<file path="src/rtl/store_sequencer.sv">
// store_sequencer
//   Multi-cycle store controller for the memory write path (sw / sh / sb).
//   Word stores write register B straight to memory. Sub-word stores read the
//   target word, merge the byte/halfword from B into WC, then write WC back.
//
// Ports
//   clk              system clock, rising edge
//   reset            asynchronous active-low reset
//   start            store request, sampled only in IDLE
//   store_size       00 word, 01 halfword, 10 byte, 11 illegal
//   addr             byte address of the store
//   b_data           register B value (store source)
//   mem_rdata        memory read data
//   mem_addr         word address to memory (latched addr, [1:0] = 00)
//   mem_rd / mem_wr  memory read / write strobes
//   write_data_ctrl  write-data mux select: 0 = WC, 1 = B
//   wc_data          WC register (merged word)
//   busy             high in every state except IDLE
//   done / err       one-cycle completion / rejection pulses
//
// State table
//   state    | meaning
//   IDLE     | waiting for start; request latched on accept
//   READ     | mem_rd for one cycle, latency counter loaded
//   WAIT     | counting read latency; WC merged on the final cycle
//   WRITE_B  | word store: write B directly
//   WRITE_WC | sub-word store: write merged WC
//   DONE     | done pulse
//   ERR      | err pulse, no memory access

module store_sequencer #(
  parameter int unsigned MEM_RD_LAT = 1  // legal range 1..7
) (
  input  logic        clk,
  input  logic        reset,
  input  logic        start,
  input  logic [1:0]  store_size,
  input  logic [31:0] addr,
  input  logic [31:0] b_data,
  input  logic [31:0] mem_rdata,
  output logic [31:0] mem_addr,
  output logic        mem_rd,
  output logic        mem_wr,
  output logic        write_data_ctrl,
  output logic [31:0] wc_data,
  output logic        busy,
  output logic        done,
  output logic        err
);

  localparam logic [2:0] LAT_INIT = 3'(MEM_RD_LAT);

  typedef enum logic [2:0] {
    IDLE     = 3'd0,
    READ     = 3'd1,
    WAIT     = 3'd2,
    WRITE_B  = 3'd3,
    WRITE_WC = 3'd4,
    DONE     = 3'd5,
    ERR      = 3'd6
  } stateT;

  stateT       state;
  stateT       stateNext;
  logic [1:0]  sizeReg;
  logic [1:0]  laneReg;
  logic [31:0] bReg;
  logic [31:0] memAddrReg;
  logic [31:0] wcReg;
  logic [2:0]  latCnt;
  logic        reqIllegal;

  // Little-endian lane merge; bits outside the selected lane come from memory.
  function automatic logic [31:0] mergeWord(input logic [31:0] rdata,
                                            input logic [31:0] src,
                                            input logic [1:0]  size,
                                            input logic [1:0]  lane);
    logic [31:0] w;
    w = rdata;
    case (size)
      2'b10: w[{lane, 3'b000} +: 8] = src[7:0];
      2'b01: begin
        if (lane[1]) w[31:16] = src[15:0];
        else         w[15:0]  = src[15:0];
      end
      default: w = src;
    endcase
    return w;
  endfunction

  always_comb begin
    reqIllegal = 1'b0;
    case (store_size)
      2'b00:   reqIllegal = (addr[1:0] != 2'b00);
      2'b01:   reqIllegal = addr[0];
      2'b10:   reqIllegal = 1'b0;
      default: reqIllegal = 1'b1;
    endcase
  end

  always_ff @(posedge clk or negedge reset) begin
    if (!reset) state <= IDLE;
    else        state <= stateNext;
  end

  always_comb begin
    stateNext = state;
    case (state)
      IDLE: begin
        if (start) begin
          if (reqIllegal)               stateNext = ERR;
          else if (store_size == 2'b00) stateNext = WRITE_B;
          else                          stateNext = READ;
        end
      end
      READ:     stateNext = WAIT;
      WAIT:     if (latCnt == 3'd1) stateNext = WRITE_WC;
      WRITE_B:  stateNext = DONE;
      WRITE_WC: stateNext = DONE;
      DONE:     stateNext = IDLE;
      ERR:      stateNext = IDLE;
      default:  stateNext = IDLE;
    endcase
  end

  // Strobes decode from the registered state only, so the async reset
  // removes them immediately and no input reaches an output combinationally.
  always_comb begin
    mem_rd          = 1'b0;
    mem_wr          = 1'b0;
    write_data_ctrl = 1'b1;
    done            = 1'b0;
    err             = 1'b0;
    case (state)
      READ: begin
        mem_rd          = 1'b1;
        write_data_ctrl = 1'b0;
      end
      WAIT:     write_data_ctrl = 1'b0;
      WRITE_B:  mem_wr = 1'b1;
      WRITE_WC: begin
        mem_wr          = 1'b1;
        write_data_ctrl = 1'b0;
      end
      DONE:     done = 1'b1;
      ERR:      err  = 1'b1;
      default: ;
    endcase
  end

  assign busy     = (state != IDLE);
  assign mem_addr = memAddrReg;
  assign wc_data  = wcReg;

  always_ff @(posedge clk or negedge reset) begin
    if (!reset) begin
      sizeReg    <= 2'b00;
      laneReg    <= 2'b00;
      bReg       <= 32'h0;
      memAddrReg <= 32'h0;
      wcReg      <= 32'h0;
      latCnt     <= 3'd0;
    end else begin
      if (state == IDLE && start) begin
        sizeReg    <= store_size;
        laneReg    <= addr[1:0];
        bReg       <= b_data;
        memAddrReg <= {addr[31:2], 2'b00};
      end
      if (state == READ) begin
        latCnt <= LAT_INIT;
      end else if (state == WAIT) begin
        latCnt <= latCnt - 3'd1;
        // mem_rdata is only valid on the last latency edge.
        if (latCnt == 3'd1) wcReg <= mergeWord(mem_rdata, bReg, sizeReg, laneReg);
      end
    end
  end

endmodule
</file>
<file path="config.mk">
export PLATFORM = sky130hd
export DESIGN_NAME = store_sequencer
export DESIGN_NICKNAME = d
export VERILOG_FILES = /design/src/rtl/store_sequencer.sv
export SDC_FILE = /design/constraint.sdc
export NUM_CORES = 1
export LEC_CHECK = 0
export CAP_MARGIN = 20
export CORE_MARGIN = 2
export CORE_UTILIZATION = 25
export CTS_BUF_LIST = sky130_fd_sc_hd__clkbuf_8
export CTS_CLUSTER_SIZE = 20
export DETAILED_ROUTE_END_ITERATION = 8
export MAX_ROUTING_LAYER = met4
export SLEW_MARGIN = 0
export SYNTH_ARGS = -nofsm -noshare
export SYNTH_HDL_FRONTEND = slang
export SYNTH_SLANG_ARGS = --single-unit
</file>
<file path="constraint.sdc">
create_clock -name clk -period 3.68 [get_ports clk]
set_input_delay 0.736 -clock clk [delete_from_list [all_inputs] [get_ports clk]]
set_output_delay 0.736 -clock clk [all_outputs]
set_load 0.005 [all_outputs]
</file>
==> impl_metrics.csv <==
group,metric,value,unit
clocking,cts.sinks,104,
clocking,clockBufferDepth,2,
timing,setup_viol,0,
run_status,outcome,"complete, no violations",
detailed_routing,drtIter0Drc,177,
finish,area_delta_synth_final,39.6,%
floorplan,ios,171,
flow_run,max_cap_viol_count,0,
grt,grt_usage,0.149,
grt,met2_usage,0.239,
synth,yosysWarnings,0,
detailed_routing,finalWirelength,15.7,mm
power,p_total,0.00597,W
grt,grt_pass1_wl,24.2,mm
detailed_routing,antenna_left,0,
timing,hold_violations,0,
synth,synth.avg_cell_area,11.5,µm²
placed_design,post-place-ws,0.969,ns
power,peakVddDrop,0.292,mV
clocking,h-tree-depth,3,
floorplan,dieArea,21800,µm²
placed_design,port_buffers,168,
worst_setup_path,timing.rr.start,"sizeReg[0]$_DFFE_PN0P_",
detailed_routing,dr.pass1.iters,4,
synth,synth_largest_area_cell,"dfrtp_1",
synth,synth_area_leaders,"dfrtp_1 (50%), mux2_2 (16%), o21ai_0 (4.3%)",
timing,final.setup.tns,0,ns
worst_setup_path,crit_required,2.94,ns
finish,drive_above_1_share,0.167,
detailed_routing,drc_errors,0,
finish,nNetsFinal,716,
floorplan,core_region_area,20200,µm²
timing,tightest_slew,1.00,ns
synth,synth-seq-cells,104,
power,p_leak,2.86,nW
finish,mostFrequentLayoutCells,"clkdlybuf4s50_1 (167), dfrtp_1 (104), mux2_2 (71)",
timing,setup_ws,0.667,ns
grt,grt_overflow,0,
clocking,postCtsSetupRepairBufs,0,
finish,layout_commonest_cell,"clkdlybuf4s50_1",
clocking,cts-resized-gates,0,
clocking,clkTransAtPathRegs,0.11,ns
finish,fillCellCount,1945,
grt,grtUsageMet3,0.0463,
synth,syn_inst,450,
clocking,clock_latency,0.38,ns
timing,slew_headroom,0.330,
synth,synth_edf_count,0,
timing,finClkSkew,0.0144,ns
detailed_routing,wl_per_cell,17.8,µm
worst_setup_path,r2r-end,"wc_data[5]$_DFFE_PN0P_",
finish,multiInputGateArea,2260,µm²
timing,finalCritPeriodShare,0.819,
synth,ys_seq_area_frac,0.505,
min_path,hold_class,"primary input to async pin",
grt,antenna_found_initial,4,
floorplan,fp.dieW,148,µm
floorplan,rows,52,
worst_setup_path,crit_type,"register to output port",
clocking,cts_root_buf,"clkbuf_8",
placed_design,hpwl,11.7,mm
power,pwr_density_cell,830,nW/µm²
worst_setup_path,arrival,2.28,ns
finish,fin_util,0.356,
synth,ys.flop_type,"dfrtp_1",
synth,async_flop_share,1.00,
synth,syn_area,5160,µm²
timing,period_needed,3.01,ns
finish,register_area,2600,µm²
grt,grt_max_degree,57,
detailed_routing,num_vias,4207,
worst_setup_path,critPathMaxFanout,11,
synth,synth_cell_types,47,
floorplan,start_util,0.255,
clocking,postCtsHoldBufs,0,
worst_setup_path,reg2reg_depth,6,
grt,grt.busiest_layer,"met2",
detailed_routing,routed_via_density,4.75,
placed_design,gp_congestion,0.859,
timing,clock.fmax,0.332,GHz
synth,netlist.area_leader.share,0.505,
worst_setup_path,cp-start-kind,"register",
clocking,cts_inserted_buffers,9,
worst_setup_path,end_kind,"output port",
worst_setup_path,rrSetupSlack,0.99,ns
grt,global_route.usage.met1,0.178,
clocking,cts_tree,"built",
timing,rsz0062_at_grt,"no",
floorplan,fp.dieH,148,µm
grt,grt_pass1_vias,4391,
timing,slew_violations,0,
metal layers:
layer,vias up,part of all wire
li1,1962,-
met1,2082,0.42
met2,147,0.49
met3,16,0.076
met4,0,0.020
met5,-,0
registers in the layout, indices dropped and copies added, names as in the netlist:
name      cells
wc_data      32
bReg         32
laneReg       2
sizeReg       2
latCnt        3
state         3
mem_addr     30
cells in the mapped netlist (3+ instances only):
| cell type | n |
|---|---|
| clkbuf_1 | 14 |
| a22oi_1 | 8 |
| buf_4 | 3 |
| buf_12 | 6 |
| mux2i_1 | 6 |
| nor3b_1 | 3 |
| dfrtp_1 | 104 |
| a22o_1 | 4 |
| nand2_1 | 26 |
| a221oi_1 | 9 |
| a221o_1 | 12 |
| ha_1 | 9 |
| a31oi_1 | 4 |
| nand2b_1 | 3 |
| or3_1 | 6 |
| nor3_1 | 4 |
| inv_1 | 13 |
| nor2b_1 | 4 |
| a21oi_1 | 27 |
| o21ai_0 | 44 |
| nor2_1 | 30 |
| buf_2 | 3 |
| o22ai_1 | 11 |
| mux2_2 | 71 |
cells by family after synthesis:
logic type                 share of synthesized area
DFF                                            0.505
buffers and inverters                         0.0582
AOI/OAI and AO/OA                              0.155
other                                       0.000727
adders and majority gates                     0.0218
xor gates and xnor gates                     0.00170
and+or+nand+nor                               0.0890
muxes                                          0.169
critical path, stage by stage (launching register included):
cell and delay [ns]:
dfrtp_1 0.57, inv_1 0.20, or3_1 0.39, o21ai_0 0.16, clkdlybuf4s50_1 0.58
layout make-up:
| class | count | share of cell area |
|---|---|---|
| diodes | 4 | 0.00139 |
| clock buffers | 10 | 0.0191 |
| clock inverters | 6 | 0.00903 |
| inverters | 13 | 0.00678 |
| multi-input cells | 304 | 0.314 |
| flip-flops and latches | 104 | 0.361 |
| well taps | 270 | 0.0469 |
| repair buffers | 174 | 0.241 |
report_power, final:
part           switching (W)  internal (W)  leakage (nW)
Combinational        0.00134       0.00167          1.53
Sequential          0.000490       0.00172          1.23
Clock               0.000414      0.000336         0.103
through the flow:
stage | instance area, µm² | hold slack (ns) | cells
floorplan | 5160 | 0.440 | 451
global placement | 6990 | 0.471 | 865
detailed placement | 6990 | 0.491 | 865
CTS | 7190 | 0.417 | 881
global route | 7200 | 0.442 | 885
finish | 7200 | 0.397 | 885
how the worst max path moves through the flow:
stage | from | end | cells after the start
final | state[1]$_DFFE_PN0P_ | mem_wr | 4
after global routing | state[1]$_DFFE_PN0P_ | mem_wr | 4
after CTS | state[1]$_DFFE_PN0P_ | mem_wr | 4
after detailed placement | sizeReg[0]$_DFFE_PN0P_ | wc_data[5]$_DFFE_PN0P_ | 6
after global placement | state[1]$_DFFE_PN0P_ | mem_wr | 4
after floorplan | laneReg[1]$_DFFE_PN0P_ | wc_data[16]$_DFFE_PN0P_ | 9
Note: power is estimated with default switching activity, not from simulation.
